$ cat config.mk
export PLATFORM = sky130hd
export DESIGN_NAME = keypad_scanner
export DESIGN_NICKNAME = d
export VERILOG_FILES = /design/src/rtl/keypad_pkg.sv /design/src/rtl/keypad_scanner_sync2.sv /design/src/rtl/keypad_scanner.sv
export SDC_FILE = /design/constraint.sdc
export NUM_CORES = 1
export LEC_CHECK = 0
export ABC_AREA = 1
export CORE_ASPECT_RATIO = 0.75
export CORE_MARGIN = 4
export CORE_UTILIZATION = 57
export DETAILED_ROUTE_END_ITERATION = 8
export GPL_ROUTABILITY_DRIVEN = 0
export PLACE_DENSITY = 0.85
export SYNTH_ARGS = -nofsm -noshare
export SYNTH_HDL_FRONTEND = slang
export SYNTH_HIERARCHICAL = 1
export SYNTH_SLANG_ARGS = --single-unit
$ cat constraint.sdc
create_clock -name clk -period 1.85 [get_ports clk]
set_input_delay 0.185 -clock clk [delete_from_list [all_inputs] [get_ports clk]]
set_output_delay 0.185 -clock clk [all_outputs]
set_load 0.05 [all_outputs]
$ cat src/rtl/keypad_pkg.sv
// ============================================================================
// Module      : keypad_pkg
// Description : Shared types and constants for the 4x4 keypad scanner.
//               - state_t        : scanner FSM states
//               - c_key_map      : hex code per key, indexed {row, col}
//               - lowest_low_row : index of the lowest-numbered active row
// Revision    : 1.0 - initial release
// ============================================================================
`default_nettype none

package keypad_pkg;

    typedef enum logic [1:0] {
        ST_SCAN    = 2'd0,
        ST_CONFIRM = 2'd1,
        ST_HELD    = 2'd2
    } state_t;

    // Element [{row, col}] is the hex code printed on that key.
    // Leftmost entry is index 15 (row 3, col 3).
    //   r0: 1 2 3 A   r1: 4 5 6 B   r2: 7 8 9 C   r3: * 0 # D  (* = E, # = F)
    localparam logic [15:0][3:0] c_key_map = {
        4'hD, 4'hF, 4'h0, 4'hE,
        4'hC, 4'h9, 4'h8, 4'h7,
        4'hB, 4'h6, 4'h5, 4'h4,
        4'hA, 4'h3, 4'h2, 4'h1
    };

    // Rows are active-low; the lowest index among the low rows wins.
    // Returns 3 when no row is low, callers only use it when one is.
    function automatic logic [1:0] lowest_low_row(input logic [3:0] rows);
        logic [1:0] idx;
        if (!rows[0]) begin
            idx = 2'd0;
        end else if (!rows[1]) begin
            idx = 2'd1;
        end else if (!rows[2]) begin
            idx = 2'd2;
        end else begin
            idx = 2'd3;
        end
        return idx;
    endfunction

endpackage : keypad_pkg

`default_nettype wire

$ cat src/rtl/keypad_scanner_sync2.sv
// ============================================================================
// Module      : sync2
// Description : Parameterised-width two-flop synchronizer. Resets to all
//               ones so idle (pulled-up) active-low inputs read as inactive.
// Ports       : clk   - destination clock
//               rst_n - asynchronous active-low reset
//               d     - asynchronous input bus
//               q     - synchronized output bus
// Revision    : 1.0 - initial release
// ============================================================================
`default_nettype none

module sync2 #(
    parameter int WIDTH = 4
) (
    input  logic             clk,
    input  logic             rst_n,
    input  logic [WIDTH-1:0] d,
    output logic [WIDTH-1:0] q
);

    logic [WIDTH-1:0] r_meta;
    logic [WIDTH-1:0] r_sync;

    always_ff @(posedge clk or negedge rst_n) begin
        if (!rst_n) begin
            r_meta <= '1;
            r_sync <= '1;
        end else begin
            r_meta <= d;
            r_sync <= r_meta;
        end
    end

    assign q = r_sync;

endmodule : sync2

`default_nettype wire

$ cat src/rtl/keypad_scanner.sv
// ============================================================================
// Module      : keypad_scanner
// Description : 4x4 matrix keypad scanner with debounce. Drives one column
//               low at a time, samples the synchronized rows once per column
//               slot, debounces press and release, and reports the hex code.
// Ports       : clk       - system clock
//               rst_n     - asynchronous active-low reset
//               row[3:0]  - keypad rows, active-low, asynchronous
//               col[3:0]  - column drive, active-low one-hot
//               key[3:0]  - code of the last accepted key (held)
//               key_valid - one-cycle pulse on accepted press
//               key_down  - high from press acceptance to release acceptance
// Revision    : 1.0 - initial release
// ============================================================================
`default_nettype none

module keypad_scanner
    import keypad_pkg::*;
#(
    parameter int SCAN_DIV = 1000,
    parameter int DEBOUNCE = 5
) (
    input  logic       clk,
    input  logic       rst_n,
    input  logic [3:0] row,
    output logic [3:0] col,
    output logic [3:0] key,
    output logic       key_valid,
    output logic       key_down
);

    localparam int c_slot_w = $clog2(SCAN_DIV);
    localparam int c_cnt_w  = $clog2(DEBOUNCE + 1);

    localparam logic [c_slot_w-1:0] c_slot_last = c_slot_w'(SCAN_DIV - 1);
    localparam logic [c_cnt_w-1:0]  c_cnt_max   = c_cnt_w'(DEBOUNCE);
    localparam logic [c_cnt_w-1:0]  c_cnt_one   = c_cnt_w'(1);

    // ------------------------------------------------------------------------
    // Row synchronizer
    // ------------------------------------------------------------------------
    logic [3:0] w_row_sync;

    sync2 #(
        .WIDTH (4)
    ) u_row_sync (
        .clk   (clk),
        .rst_n (rst_n),
        .d     (row),
        .q     (w_row_sync)
    );

    // ------------------------------------------------------------------------
    // Registers and next-state wires
    // ------------------------------------------------------------------------
    state_t              r_state,      w_state_nxt;
    logic [c_slot_w-1:0] r_slot;
    logic [1:0]          r_col_idx,    w_col_idx_nxt;
    logic [1:0]          r_cand,       w_cand_nxt;
    logic [c_cnt_w-1:0]  r_cnt,        w_cnt_nxt;
    logic [3:0]          r_key,        w_key_nxt;
    logic                r_key_valid,  w_key_valid_nxt;
    logic                r_key_down,   w_key_down_nxt;
    logic [3:0]          r_col;

    logic                w_sample;
    logic                w_rows_idle;
    logic [1:0]          w_low_row;
    logic [c_cnt_w-1:0]  w_cnt_inc;

    assign w_sample    = (r_slot == c_slot_last);
    assign w_rows_idle = &w_row_sync;
    assign w_low_row   = lowest_low_row(w_row_sync);
    // Saturating increment: the count never wraps past DEBOUNCE.
    assign w_cnt_inc   = (r_cnt == c_cnt_max) ? r_cnt : r_cnt + c_cnt_one;

    // ------------------------------------------------------------------------
    // Slot counter. Release is only ever accepted on a sample, where the
    // counter wraps to 0 anyway, so the restart on release needs no extra
    // control.
    // ------------------------------------------------------------------------
    always_ff @(posedge clk or negedge rst_n) begin
        if (!rst_n) begin
            r_slot <= '0;
        end else if (w_sample) begin
            r_slot <= '0;
        end else begin
            r_slot <= r_slot + 1'b1;
        end
    end

    // ------------------------------------------------------------------------
    // FSM state register and output registers
    // ------------------------------------------------------------------------
    always_ff @(posedge clk or negedge rst_n) begin
        if (!rst_n) begin
            r_state     <= ST_SCAN;
            r_col_idx   <= 2'd0;
            r_col       <= 4'b1110;
            r_cand      <= 2'd0;
            r_cnt       <= '0;
            r_key       <= 4'h0;
            r_key_valid <= 1'b0;
            r_key_down  <= 1'b0;
        end else begin
            r_state     <= w_state_nxt;
            r_col_idx   <= w_col_idx_nxt;
            // Column drive is registered so the pad sees a clean one-hot-low
            // transition rather than a decoder output.
            r_col       <= ~(4'b0001 << w_col_idx_nxt);
            r_cand      <= w_cand_nxt;
            r_cnt       <= w_cnt_nxt;
            r_key       <= w_key_nxt;
            r_key_valid <= w_key_valid_nxt;
            r_key_down  <= w_key_down_nxt;
        end
    end

    // ------------------------------------------------------------------------
    // FSM next-state logic. All decisions happen on sample cycles only, so
    // every register (including the column) changes only after a sample.
    // ------------------------------------------------------------------------
    always_comb begin
        w_state_nxt     = r_state;
        w_col_idx_nxt   = r_col_idx;
        w_cand_nxt      = r_cand;
        w_cnt_nxt       = r_cnt;
        w_key_nxt       = r_key;
        w_key_valid_nxt = 1'b0;
        w_key_down_nxt  = r_key_down;

        case (r_state)
            ST_SCAN: begin
                if (w_sample) begin
                    if (!w_rows_idle) begin
                        // Lock the column on the first closure seen.
                        w_cand_nxt = w_low_row;
                        if (DEBOUNCE == 1) begin
                            w_key_nxt       = c_key_map[{w_low_row, r_col_idx}];
                            w_key_valid_nxt = 1'b1;
                            w_key_down_nxt  = 1'b1;
                            w_cnt_nxt       = '0;
                            w_state_nxt     = ST_HELD;
                        end else begin
                            w_cnt_nxt   = c_cnt_one;
                            w_state_nxt = ST_CONFIRM;
                        end
                    end else begin
                        w_col_idx_nxt = r_col_idx + 2'd1;
                    end
                end
            end

            ST_CONFIRM: begin
                if (w_sample) begin
                    if (!w_row_sync[r_cand]) begin
                        if (w_cnt_inc == c_cnt_max) begin
                            w_key_nxt       = c_key_map[{r_cand, r_col_idx}];
                            w_key_valid_nxt = 1'b1;
                            w_key_down_nxt  = 1'b1;
                            // Count is reused for release debounce in HELD.
                            w_cnt_nxt       = '0;
                            w_state_nxt     = ST_HELD;
                        end else begin
                            w_cnt_nxt = w_cnt_inc;
                        end
                    end else begin
                        // Bounce: abandon silently and move on.
                        w_cnt_nxt     = '0;
                        w_col_idx_nxt = r_col_idx + 2'd1;
                        w_state_nxt   = ST_SCAN;
                    end
                end
            end

            ST_HELD: begin
                if (w_sample) begin
                    if (w_rows_idle) begin
                        if (w_cnt_inc == c_cnt_max) begin
                            w_key_down_nxt = 1'b0;
                            w_cnt_nxt      = '0;
                            w_col_idx_nxt  = 2'd0;
                            w_state_nxt    = ST_SCAN;
                        end else begin
                            w_cnt_nxt = w_cnt_inc;
                        end
                    end else begin
                        // Any closure in the locked column, including a
                        // second key, restarts the release count.
                        w_cnt_nxt = '0;
                    end
                end
            end

            default: begin
                w_state_nxt   = ST_SCAN;
                w_cnt_nxt     = '0;
                w_col_idx_nxt = 2'd0;
            end
        endcase
    end

    assign col       = r_col;
    assign key       = r_key;
    assign key_valid = r_key_valid;
    assign key_down  = r_key_down;

endmodule : keypad_scanner

`default_nettype wire
# --- Word-level counts from Yosys, hierarchy flattened ---
# Memory sizes are Yosys's and may differ from the RTL's. A register that Yosys moved wholly into a read port is not among the register bits.
# Cells that the tools add are included.
# W data, S select, Z words.
totals:
  n_memories: 1
  register_bits: 33
  mem_bits_rw: 0
  latch_bits: 0
  rom_bits: 64
  output_inout_bits: 10
  in_bits: 6
  word_cells: 85
memory_table:
  columns: ["name", "words", "width", "read_ports", "rd_clocked_by_memory_dff", "write_ports", "line", "text"]
  rows:
  - ["(name not given)", 16, 4, 1, 1, 0, "keypad_scanner.sv:158", "w_key_nxt = c_key_map[{r_cand, r_col_idx}];"]
classes:
  mux: 43
  add_sub_neg: 3
  shifts: 1
  eq_ne: 14
  n_reduce_logical: 9
  bitwise: 3
  n_mul: 0
  n_div: 0
  n_lt_le_gt_ge: 1
ops:
  columns: ["op", "n"]
  rows:
  - ["$mux W2", 17]
  - ["$mux W3", 8]
  - ["$ne A2 B2 Y1 const B", 8]
  - ["$reduce_and A7 Y1", 2]
  - ["$mux W1", 12]
  - ["$pmux W2 S3", 2]
  - ["$reduce_and A4 Y1", 3]
  - ["$add A10 B1 Y10 const B", 1]
  - ["$eq A10 B10 Y1 const B", 1]
  - ["$mux W10", 1]
  - ["$pmux W3 S3", 1]
  - ["$eq A3 B3 Y1 const B", 2]
  - ["$not A4 Y4", 1]
  - ["$shl A1 B2 Y4 const A", 1]
  - ["$add A3 B1 Y3 const B", 1]
  - ["$lt A2 B3 Y1 const B", 1]
  - ["$ne A3 B3 Y1 const B", 1]
  - ["$reduce_and A3 Y1", 1]
  - ["$add A2 B1 Y2 const B", 1]
  - ["$bmux W1 S2", 1]
  - ["$eq A2 B1 Y1 const B", 1]
  - ["$eq A2 B2 Y1 const B", 1]
  - ["$logic_not A2 Y1", 1]
  - ["$not A1 Y1", 2]
  - ["3 further kinds", 3]

# --- Logic depth before layout (Yosys ltp) ---
# Gate-level depths: netlist of the first run.
depth:
  depth_word: 9
  mapped_depth: 12

# --- By module ---
# The synthesis of the first run kept the hierarchy.
by_module_without_submodules:
  columns: ["mod", "area_per_inst_um2", "cells_per_inst", "seq_area_each_um2", "instances"]
  rows:
  - ["keypad_scanner", 1775.5, 246, 729.4, 1]
  - ["sync2", 210.2, 8, 210.2, 1]

# --- Worst setup path before layout of the first run ---
# OpenSTA, ideal clock, no wires.
synth_timing:
  path_type: "flip-flop to flip-flop"
  startpoint: "register r_cnt[0]"
  endpoint: "register r_col[0], in the netlist col[0]"
  t_arrival_ps: 1473
  n_path_buf: 0
  setup_ps: 122
  path_slack_ps: 255
  stages_incl_launch_ff: 12
  period_less_slack_ps: 1595
  t_required_ps: 1728
  cell_sequence: "dfrtp_1 > ha_1 > nand2_1 > nand2_1 > nand2_1 > nand2_1 > nor2_2 > nand2_1 > nand2_1 > nand2_1 > nor2_1 > nand2_1"
synth_between:
  elab_chain_cells: 9
  word_cells_on_any_way: 10
  cone_classes: "add/sub (1); eq/ne (2); shift (1); mux (5); bitwise (1)"
synth_rtl:
  columns: ["element", "line", "text"]
  rows:
  - ["from (decl)", "keypad_scanner.sv:60", "logic [c_cnt_w-1:0] r_cnt, w_cnt_nxt;"]
  - ["from (signal assigned)", "keypad_scanner.sv:112", "r_cnt <= w_cnt_nxt;"]
  - ["$add A3 B1 Y3 or $eq A3 B3 Y1 (tied branches)", "keypad_scanner.sv:75", "assign w_cnt_inc = (r_cnt == c_cnt_max) ? r_cnt : r_cnt + c_cnt_one;"]
  - ["$mux W3 *", "keypad_scanner.sv:75", null]
  - ["$eq A3 B3 Y1 *", "keypad_scanner.sv:179", "if (w_cnt_inc == c_cnt_max) begin"]
  - ["$mux W2 *", "keypad_scanner.sv:179", null]
  - ["$mux W2 *", "keypad_scanner.sv:178", "if (w_rows_idle) begin"]
  - ["$mux W2 *", "keypad_scanner.sv:177", "if (w_sample) begin"]
  - ["$pmux W2 S3 *", "keypad_scanner.sv:132", "case (r_state)"]
  - ["$shl A1 B2 Y4 *", "keypad_scanner.sv:110", "r_col <= ~(4'b0001 << w_col_idx_nxt);"]
  - ["$not A4 Y4 *", "keypad_scanner.sv:110", null]
  - ["to (signal assigned)", "keypad_scanner.sv:110", null]
  - ["to (decl)", "keypad_scanner.sv:64", "logic [3:0] r_col;"]
# Every way passes the cells marked *; elsewhere a longest branch is shown, timed or not.
# A chain may end at the register's enable or synchronous reset.

# --- Final worst setup path of the first run ---
layout_timing:
  startpoint: "register r_cnt[0]"
  endpoint: "register r_cnt[0]"
layout_between:
  elab_chain_cells: 7
  word_cells_on_any_way: 10
  cone_classes: "add/sub (1); eq/ne (2); mux (7)"
layout_rtl:
  columns: ["element", "line"]
  rows:
  - ["$add A3 B1 Y3 or $eq A3 B3 Y1 (tied branches)", "keypad_scanner.sv:75"]
  - ["$mux W3 *", "keypad_scanner.sv:75"]
  - ["$eq A3 B3 Y1", "keypad_scanner.sv:157, keypad_scanner.sv:179"]
  - ["$mux W3 *", "keypad_scanner.sv:157, keypad_scanner.sv:179"]
  - ["$mux W3 (on tied branches)", "keypad_scanner.sv:178, keypad_scanner.sv:156"]
  - ["$mux W3 (on tied branches)", "keypad_scanner.sv:177, keypad_scanner.sv:155"]
  - ["$pmux W3 S3 *", "keypad_scanner.sv:132"]
# Every way passes the cells marked *; elsewhere a longest branch is shown, timed or not. The select of a mux whose other input is x is not followed.

==> results of run 1 <==
==> flip-flops by register name (all words and copies together) (netlist names) <==
name               cells
key                    4
r_state                2
key_valid              1
u_row_sync/r_meta      4
u_row_sync/q           4
key_down               1
r_cand                 2
r_slot                10
col                    4
r_col_idx              2
r_cnt                  3
==> critical path, cell delays in order (launching register included) <==
cell,delay (ns)
dfrtp_1,0.42
buf_4,0.15
ha_1,0.20
nand2_1,0.06
nand2_1,0.04
nor2_1,0.19
nor2_2,0.08
buf_4,0.15
inv_1,0.06
nand3_1,0.07
o21ai_0,0.21
==> cell families (layout without fill, tap and decap cells) <==
group                    after synthesis  count (layout)
adder cells (fa/ha/maj)                8               8
buffers and inverters                 34              59
AND/OR/NAND/NOR                      148             148
flip-flops                            37              37
XOR/XNOR                               2               2
AO/OA/AOI/OAI                         25              25
==> layout make-up <==
cell class | instances | area, um^2 | share of cell area, %
multi-input combinational | 183 | 936 | 40.3
sequential | 37 | 941 | 40.5
clock buffer | 7 | 96.3 | 4.15
tap | 40 | 50.0 | 2.16
clock inverter | 1 | 5.00 | 0.216
inverter | 32 | 124 | 5.33
timing repair buffer | 19 | 170 | 7.33
==> power groups by stage <==
stage	Combinational, uW	Clock [uW]	Sequential [uW]
floorplan	10.5	0	843
global placement	37.1	0	844
detailed placement	37.8	0	844
CTS	39.5	632	829
global route	44.6	672	830
finish	38.2	616	830
==> per-layer routing <==
layer,global-route usage (%),vias up
li1,-,847
met1,28.7,758
met2,28.9,47
met3,4.86,6
met4,9.73,0
met5,0,-
==> cells in the final DEF (no fill, tap or decap), types with 6 or more instances in the layout <==
cell type | synthesis | layout
a21oi_1 | 7 | 7
dfrtp_1 | 26 | 25
clkdlybuf4s50_1 | 0 | 11
buf_4 | 1 | 6
nand2_1 | 78 | 75
nor2_1 | 33 | 32
clkbuf_8 | 0 | 7
o21ai_0 | 14 | 13
inv_1 | 27 | 26
nand3_1 | 21 | 21
dfstp_2 | 11 | 11
ha_1 | 8 | 7
==> worst max-delay path by stage <==
| stage | start | to | cells past startpoint |
|---|---|---|---|
| floorplan | r_cnt[0] | col[0] | 11 |
| global placement | r_col_idx[0] | col[0] | 10 |
| detailed placement | r_col_idx[0] | col[0] | 10 |
| CTS | r_col_idx[0] | col[0] | 10 |
| global route | r_cnt[1] | key[0] | 10 |
| finish | r_cnt[0] | r_cnt[0] | 10 |
==> stage by stage <==
step | hold slack (ns) | power [uW] | setup slack (ns) | util, % | area, um^2
6_report | 0.301 | 1480 | 0.126 | 70.1 | 2320
5_1_grt | 0.297 | 1550 | 0.00372 | 70.1 | 2320
4_1_cts | 0.295 | 1500 | 0.0745 | 68.9 | 2280
3_5_place_dp | 0.315 | 882 | 0.109 | 65.5 | 2170
3_3_place_gp | 0.316 | 881 | 0.133 | 65.5 | 2170
2_1_floorplan | -0.111 | 854 | 0.255 | - | 1990
==> timing repair <==
item                                   in CTS  in global routing
endpoints found under the hold margin      15                  0
gates resized for setup                     0                  8
hold buffers                                1                  0
setup endpoints to repair                   0                  8
buffers inserted                            0                  2
==> flow_metrics.tcl, run 1 <==
set metrics [dict create \
    clockPowerShare_pct 41.5 \
    antenna_found_initial 0 \
    viasPerCell 5.20 \
    netlist_area_mm2 0.00199 \
    initial_core_util_pct 60.0 \
    synthSimpleGateAreaFrac_pct 33.1 \
    syn_area_per_cell_um2 7.82 \
    cts_made_buffers 5 \
    worstMarginPinSlew_ns 0.791 \
    hp-class "in2reg" \
    cts-root-buf "clkbuf_8" \
    fin_nets 292 \
    synth_edf_count 0 \
    layout.cells.non_filler 319 \
    drt_wl_total_um 4090 \
    grt_pass1_wl_um 6990 \
    synth_mux_area_share_pct 0 \
    cts_tree "done" \
    synthCells 254 \
    fp.coreArea_mm2 0.00331 \
    nFillCells 281 \
    rows 18 \
    synth_compound_area_share_pct 6.99 \
    fin_crit_sh_pct 93.2 \
    yosys.area.top_type_share_pct 32.8 \
    rr_endpoint "r_cnt[0]" \
    syn_nets 268 \
    cts.sinks 37 \
    synth_cell_types 28 \
    drt_iter0_drc 147 \
    whs_path_depth 1 \
    leakage_uw 0.00120 \
    wl_met1_um 2000 \
    max-cap-violations 0 \
    critPathMaxFanout 4 \
    grt_pass1_vias 1519 \
    fin_skew_ns 0.00742 \
    reg2reg_depth 10 \
    fmax_mhz 580 \
    io_pins 16 \
    netlist_top_cells_area "dfrtp_1, nand2_1, dfstp_2" \
    rsz0062_at_grt "false" \
    min_from "row[1]" \
    synth_fa_ha_area_share_pct 5.04 \
    vdd_ir_drop_max_mv 0.616 \
    p_int_uw 1180 \
    die-height_um 59.1 \
    async_flop_share_pct 100 \
    holdPathEnd "u_row_sync/r_meta[1]" \
    ys_seq_area_share_pct 47.3 \
    path_class "reg2reg" \
    hold_viol 0 \
    worstSetupStartpointType "flip-flop" \
    rrSetupSlack_ns 0.13 \
    cts.htree.levels 2 \
    synth_warnings 6 \
    maxSlewViolCount 0 \
    die_area_mm2 0.00450 \
    vias 1658 \
    setup_viol 0 \
    highest_layer "met4" \
    crit_arrival_ns 1.92 \
    synth.largest_area_cell "dfrtp_1" \
    slew_headroom_pct 47.3 \
    route.met3.wl_um 261 \
    cp-end-kind "flip-flop" \
    area_growth_syn_to_layout_pct 17.0 \
    power.net_switching_uw 309 \
    p_per_area_mw_per_mm2 639 \
    synth_xor_area_share_pct 0.882 \
    diodes 0 \
    insertion_delay_ns 0.29 \
    dp.cells 308 \
    ys_top_cells_by_count "nand2_1, nor2_1, inv_1" \
    synth_top_family_by_area "simple AND/OR/NAND/NOR gates" \
    ys_ff_latch 37 \
    required_ns 2.05 \
    setup_tns_ns 0 \
    overflow 0 \
    dr_wl_met2_um 1740 \
    grt_usage_pct 20.1 \
    port_buffers 15 \
    status "finished, final reports clean" \
    dr.pass1.iters 4 \
    drc 0 \
    clk_pin_slew_ns 0.07 \
    pwr-share-comb_pct 2.6 \
    yosysMostFrequentCell "nand2_1" \
    hpwlAfterDp_um 2960 \
    drive_gt1_share_pct 17.9 \
    wl_per_cell_um 12.8 \
    clockBufferDepth 2 \
    die_w_um 76.2 \
    sequentialPowerShare_pct 55.9 \
    min_period_ns 1.72 \
    synth_flop_cell "dfrtp_1" \
    p_sw_share_pct 20.8 \
    grt_max_degree 38 \
    reg2reg_from "r_cnt[0]" \
    ant_nets 0 \
]
Power figures use the tool's default switching activity.
==> run 2: changes to the inputs <==
--- a/config.mk
+++ b/config.mk
@@ -6,7 +6,6 @@
 export NUM_CORES = 1
 export LEC_CHECK = 0
 export ABC_AREA = 1
-export CORE_ASPECT_RATIO = 0.75
 export CORE_MARGIN = 4
 export CORE_UTILIZATION = 57
 export DETAILED_ROUTE_END_ITERATION = 8
==> flow_metrics.tcl, run 2 (synthesized netlist as in run 1, its figures left out) <==
set metrics [dict create \
    status "finished, final reports clean" \
    fmax_mhz 584 \
    grt_max_degree 38 \
    die_area_mm2 0.00449 \
    drt_wl_total_um 3800 \
    critPathMaxFanout 8 \
    vias 1685 \
    hold-worst-slack_ns 0.229 \
    crit_chain "clkinvlp_4 -> ha_1 -> inv_1 -> nand2_1 -> nand2_1 -> nand2_1 -> nand3_1 -> nand2_1 -> nor2_1 -> nand2_1" \
    path_class "reg2reg" \
    cts-root-buf "clkbuf_4" \
    fin_crit_sh_pct 92.6 \
    antenna_found_initial 0 \
    layout.cells.non_filler 326 \
    overflow 0 \
    most-common-layout-cells "nand2_1, nor2_1, inv_1" \
    postLayoutCellArea_mm2 0.00230 \
    grt_pass1_vias 1492 \
    hold_viol 0 \
    cts_made_buffers 5 \
    clockBufferDepth 2 \
    crit_path_start "r_col_idx[0]" \
    vdd_ir_drop_max_mv 0.528 \
    insertion_delay_ns 0.35 \
    drive_gt1_share_pct 16.1 \
    maxSlewViolCount 0 \
    crit_slowest_cell "dfrtp_2" \
    postPlaceCellArea_mm2 0.00218 \
    ant_nets 0 \
    crit_arrival_ns 1.96 \
    rrSetupSlack_ns 0.14 \
    wl_per_cell_um 11.7 \
    worstSetupStartpointType "flip-flop" \
    top_register "r_slot" \
    drc 0 \
    max-cap-violations 0 \
    grt_usage_pct 19.3 \
    drt_iter0_drc 97 \
    setup_tns_ns 0 \
    die-height_um 67.0 \
    cts_tree "done" \
    slew_headroom_pct 48.6 \
    area_growth_syn_to_layout_pct 15.9 \
    fin_skew_ns 0.00487 \
    required_ns 2.09 \
    cts.htree.levels 2 \
    slowest_delay_ns 0.45 \
    reg2reg_from "r_col_idx[0]" \
    final_common_cell "nand2_1" \
    cts.sinks 37 \
    path_common_cell "nand2_1" \
    setup_viol 0 \
    port_buffers 15 \
    cp-end-kind "flip-flop" \
    fp.coreArea_mm2 0.00336 \
    rows 21 \
    initial_core_util_pct 59.0 \
    hp-class "in2reg" \
    diodes 0 \
    io_pins 16 \
    leakage_uw 0.00119 \
    grt_pass1_wl_um 6430 \
    min_period_ns 1.71 \
    viasPerCell 5.17 \
    p_total_uw 1400 \
    hpwlAfterDp_um 2730 \
    worstMarginPinSlew_ns 0.771 \
    p_per_area_mw_per_mm2 608 \
    crit_buf_inv 2 \
    fin_nets 293 \
    dp.cells 314 \
    clk_pin_slew_ns 0.11 \
    dr.pass1.iters 5 \
    die_w_um 67.0 \
    largest_register_ffs 10 \
    min_from "row[2]" \
    cpLargestDelayFamily "simple AND/OR/NAND/NOR gates" \
]
## run 2: power breakdown
| group | switching [uW] | total, uW | internal [uW] |
|---|---|---|---|
| clock network | 265 | 533 | 268 |
| logic | 24.2 | 37.7 | 13.6 |
| registers | 4.67 | 829 | 825 |
## run 2: final timing paths
kind                       cells after the start                    to
hold reg to reg                                0       u_row_sync/q[3]
min in group asynchronous                      2                key[2]
setup reg to reg                              10                col[0]
hold / removal                                 1  u_row_sync/r_meta[2]
max in group asynchronous                      2          r_col_idx[0]
setup / recovery                              10                col[0]
## run 2: through the flow
stage               setup slack [ns]  util, %
finish                         0.137     68.4
global route                -0.00545     68.4
CTS                            0.112     67.5
detailed placement             0.145     64.8
global placement               0.155     64.8
floorplan                      0.255        -
## run 2: layout make-up
class                      instances  area (um^2)
clock buffer                       7         76.3
inverter                          32          124
sequential                        37          941
multi-input combinational        183          916
fill                             294         1060
timing repair buffer              20          180
tap                               46         57.6
clock inverter                     1         6.26
## run 2: what timing repair did
item | 4_1_cts | 5_1_grt
gates resized for setup | 2 | 4
hold endpoints to repair | 26 | 0
hold buffers | 1 | 0
setup endpoints to repair | 2 | 2
setup buffers | 0 | 3
cloned | 0 | 0
## run 2: routing by layer
metal	part of all wire, %	track usage, %	wire length, um
met1	45	25.1	1730
met2	48	29.9	1820
met3	5.1	5.73	192
met4	1.6	7.59	61
met5	0	0	0
==> run 3: changes to the inputs <==
--- a/config.mk
+++ b/config.mk
@@ -7,10 +7,11 @@
 export LEC_CHECK = 0
 export ABC_AREA = 1
 export CORE_MARGIN = 4
-export CORE_UTILIZATION = 57
+export CORE_UTILIZATION = 60
 export DETAILED_ROUTE_END_ITERATION = 8
 export GPL_ROUTABILITY_DRIVEN = 0
-export PLACE_DENSITY = 0.85
+export HOLD_SLACK_MARGIN = 0.06
+export PLACE_DENSITY = 0.89
 export SYNTH_ARGS = -nofsm -noshare
 export SYNTH_HDL_FRONTEND = slang
 export SYNTH_HIERARCHICAL = 1
==> constraint.sdc (replaced) <==
create_clock -name clk -period 2.15 [get_ports clk]
set_input_delay 0.215 -clock clk [delete_from_list [all_inputs] [get_ports clk]]
set_output_delay 0.215 -clock clk [all_outputs]
set_load 0.05 [all_outputs]
==> flow_metrics.tcl, run 3 (synthesized netlist as in run 1, its figures left out) <==
set metrics [dict create \
    status "finished, final reports clean" \
    cts_hold_buf 0 \
    grt_usage_pct 20.6 \
    grt_max_degree 38 \
    power.net_switching_uw 240 \
    path_class "reg2out" \
    crit_arrival_ns 1.67 \
    drive_gt1_share_pct 13.4 \
    rows 20 \
    cpLargestDelayFamily "buffers and inverters" \
    die-height_um 65.5 \
    worstSetupStartpointType "flip-flop" \
    cts.sinks 37 \
    slowest_delay_ns 0.79 \
    clockPowerShare_pct 37.4 \
    required_ns 1.93 \
    endpoint "col[1]" \
    hp-class "in2async" \
    dr.pass1.iters 5 \
    crit_chain "clkdlybuf4s50_1" \
    setup_tns_ns 0 \
    ant_nets 0 \
    vdd_ir_drop_max_mv 0.466 \
    reg2reg_from "r_cnt[0]" \
    hpwlAfterDp_um 2750 \
    fin_skew_ns 0.00520 \
    p_int_uw 953 \
    clockBufferDepth 2 \
    drc 0 \
    nFillCells 249 \
    clk_pin_slew_ns 0.10 \
    leakage_uw 0.00117 \
    fin_nets 290 \
    rsz0062_at_grt "false" \
    cts_resized 0 \
    wl_per_cell_um 11.5 \
    layout.cells.non_filler 321 \
    fp.coreArea_mm2 0.00310 \
    sequentialPowerShare_pct 59.8 \
    crit_path_start "col[1]" \
    grt_pass1_vias 1621 \
    p_total_uw 1190 \
    slew_headroom_pct 66.8 \
    cts_made_buffers 5 \
    final_common_cell "nand2_1" \
    min_period_ns 1.89 \
    drt_iter0_drc 69 \
    cp.depth 1 \
    cts-root-buf "clkbuf_4" \
    antenna_found_initial 0 \
    cts_tree "done" \
    port_buffers 15 \
    crit_slowest_cell "clkdlybuf4s50_1" \
    hold_viol 0 \
    reg2reg_depth 11 \
    vias 1651 \
    most-common-layout-cells "nand2_1, nor2_1, inv_1" \
    utilization_pct 73.3 \
    p_per_area_mw_per_mm2 525 \
    worstMarginPinSlew_ns 0.497 \
    cts.htree.levels 2 \
    crit_buf_inv 1 \
    cp-end-kind "output port" \
    initial_core_util_pct 64.0 \
    maxSlewViolCount 0 \
    dp.cells 313 \
    io_pins 16 \
    drt_wl_total_um 3690 \
    p_sw_share_pct 20.1 \
    overflow 0 \
    insertion_delay_ns 0.34 \
    rrSetupSlack_ns 0.30 \
    largest_register_ffs 10 \
    area_growth_syn_to_layout_pct 14.5 \
    max-cap-violations 0 \
    post_cts_buffers 0 \
    die_w_um 65.5 \
    fmax_mhz 529 \
    critPathMaxFanout 1 \
    viasPerCell 5.14 \
    diodes 0 \
    fin_crit_sh_pct 87.9 \
    top_register "r_slot" \
    rr_endpoint "col[0]" \
    die_area_mm2 0.00429 \
    grt_pass1_wl_um 6810 \
    setup_viol 0 \
    pwr-share-comb_pct 2.8 \
]
run 3: cell count changes in the layout (fill, tap and decap cells not counted), sizes merged:
cell	delta
buf	-4
clkbuf	+1
clkdlybuf4s50	+4
clkinvlp	-1
dlygate4sd2	-2
dlygate4sd3	-1
run 3: worst min-delay path by stage:
stage	to	startpoint	depth (start not counted)
after floorplan	col[0]	rst_n	0
after global routing	u_row_sync/r_meta[2]	row[2]	1
final	r_slot[4]	rst_n	2
after global placement	u_row_sync/q[1]	u_row_sync/r_meta[1]	0
after detailed placement	u_row_sync/q[0]	u_row_sync/r_meta[0]	0
after CTS	u_row_sync/r_meta[3]	row[3]	1
run 3: per-stage QoR:
| stage | instance area (um^2) | setup slack, ns | hold slack, ns |
|---|---|---|---|
| after CTS | 2270 | 0.243 | 0.255 |
| after global routing | 2270 | 0.0493 | 0.256 |
| after floorplan | 1990 | 0.555 | -0.0806 |
| after global placement | 2190 | 0.452 | 0.345 |
| final | 2270 | 0.261 | 0.269 |
| after detailed placement | 2190 | 0.311 | 0.347 |
run 3: power by group through the flow:
| stage | registers, uW | logic (uW) | clock network, uW |
|---|---|---|---|
| 2_1_floorplan | 725 | 9.07 | 0 |
| 3_3_place_gp | 726 | 33.9 | 0 |
| 3_5_place_dp | 727 | 35.2 | 0 |
| 4_1_cts | 714 | 35.3 | 463 |
| 5_1_grt | 715 | 39.1 | 501 |
| 6_report | 714 | 33.8 | 446 |
run 3: cell type report:
| class | count | area [um^2] | share of cell area (%) |
|---|---|---|---|
| inverters | 32 | 120 | 5.28 |
| flip-flops and latches | 37 | 940 | 41.3 |
| clock buffers | 8 | 80.1 | 3.52 |
| well taps | 44 | 55.1 | 2.42 |
| multi-input cells | 183 | 913 | 40.2 |
| repair buffers | 17 | 165 | 7.26 |
run 3: per-layer routing:
metal | share of wire, % | GRT usage [%] | up-vias
met4 | 1.1 | 5.44 | 0
met3 | 4.5 | 5.64 | 4
li1 | - | - | 844
met5 | 0 | 0 | -
met1 | 46 | 25.7 | 760
met2 | 48 | 35.3 | 43
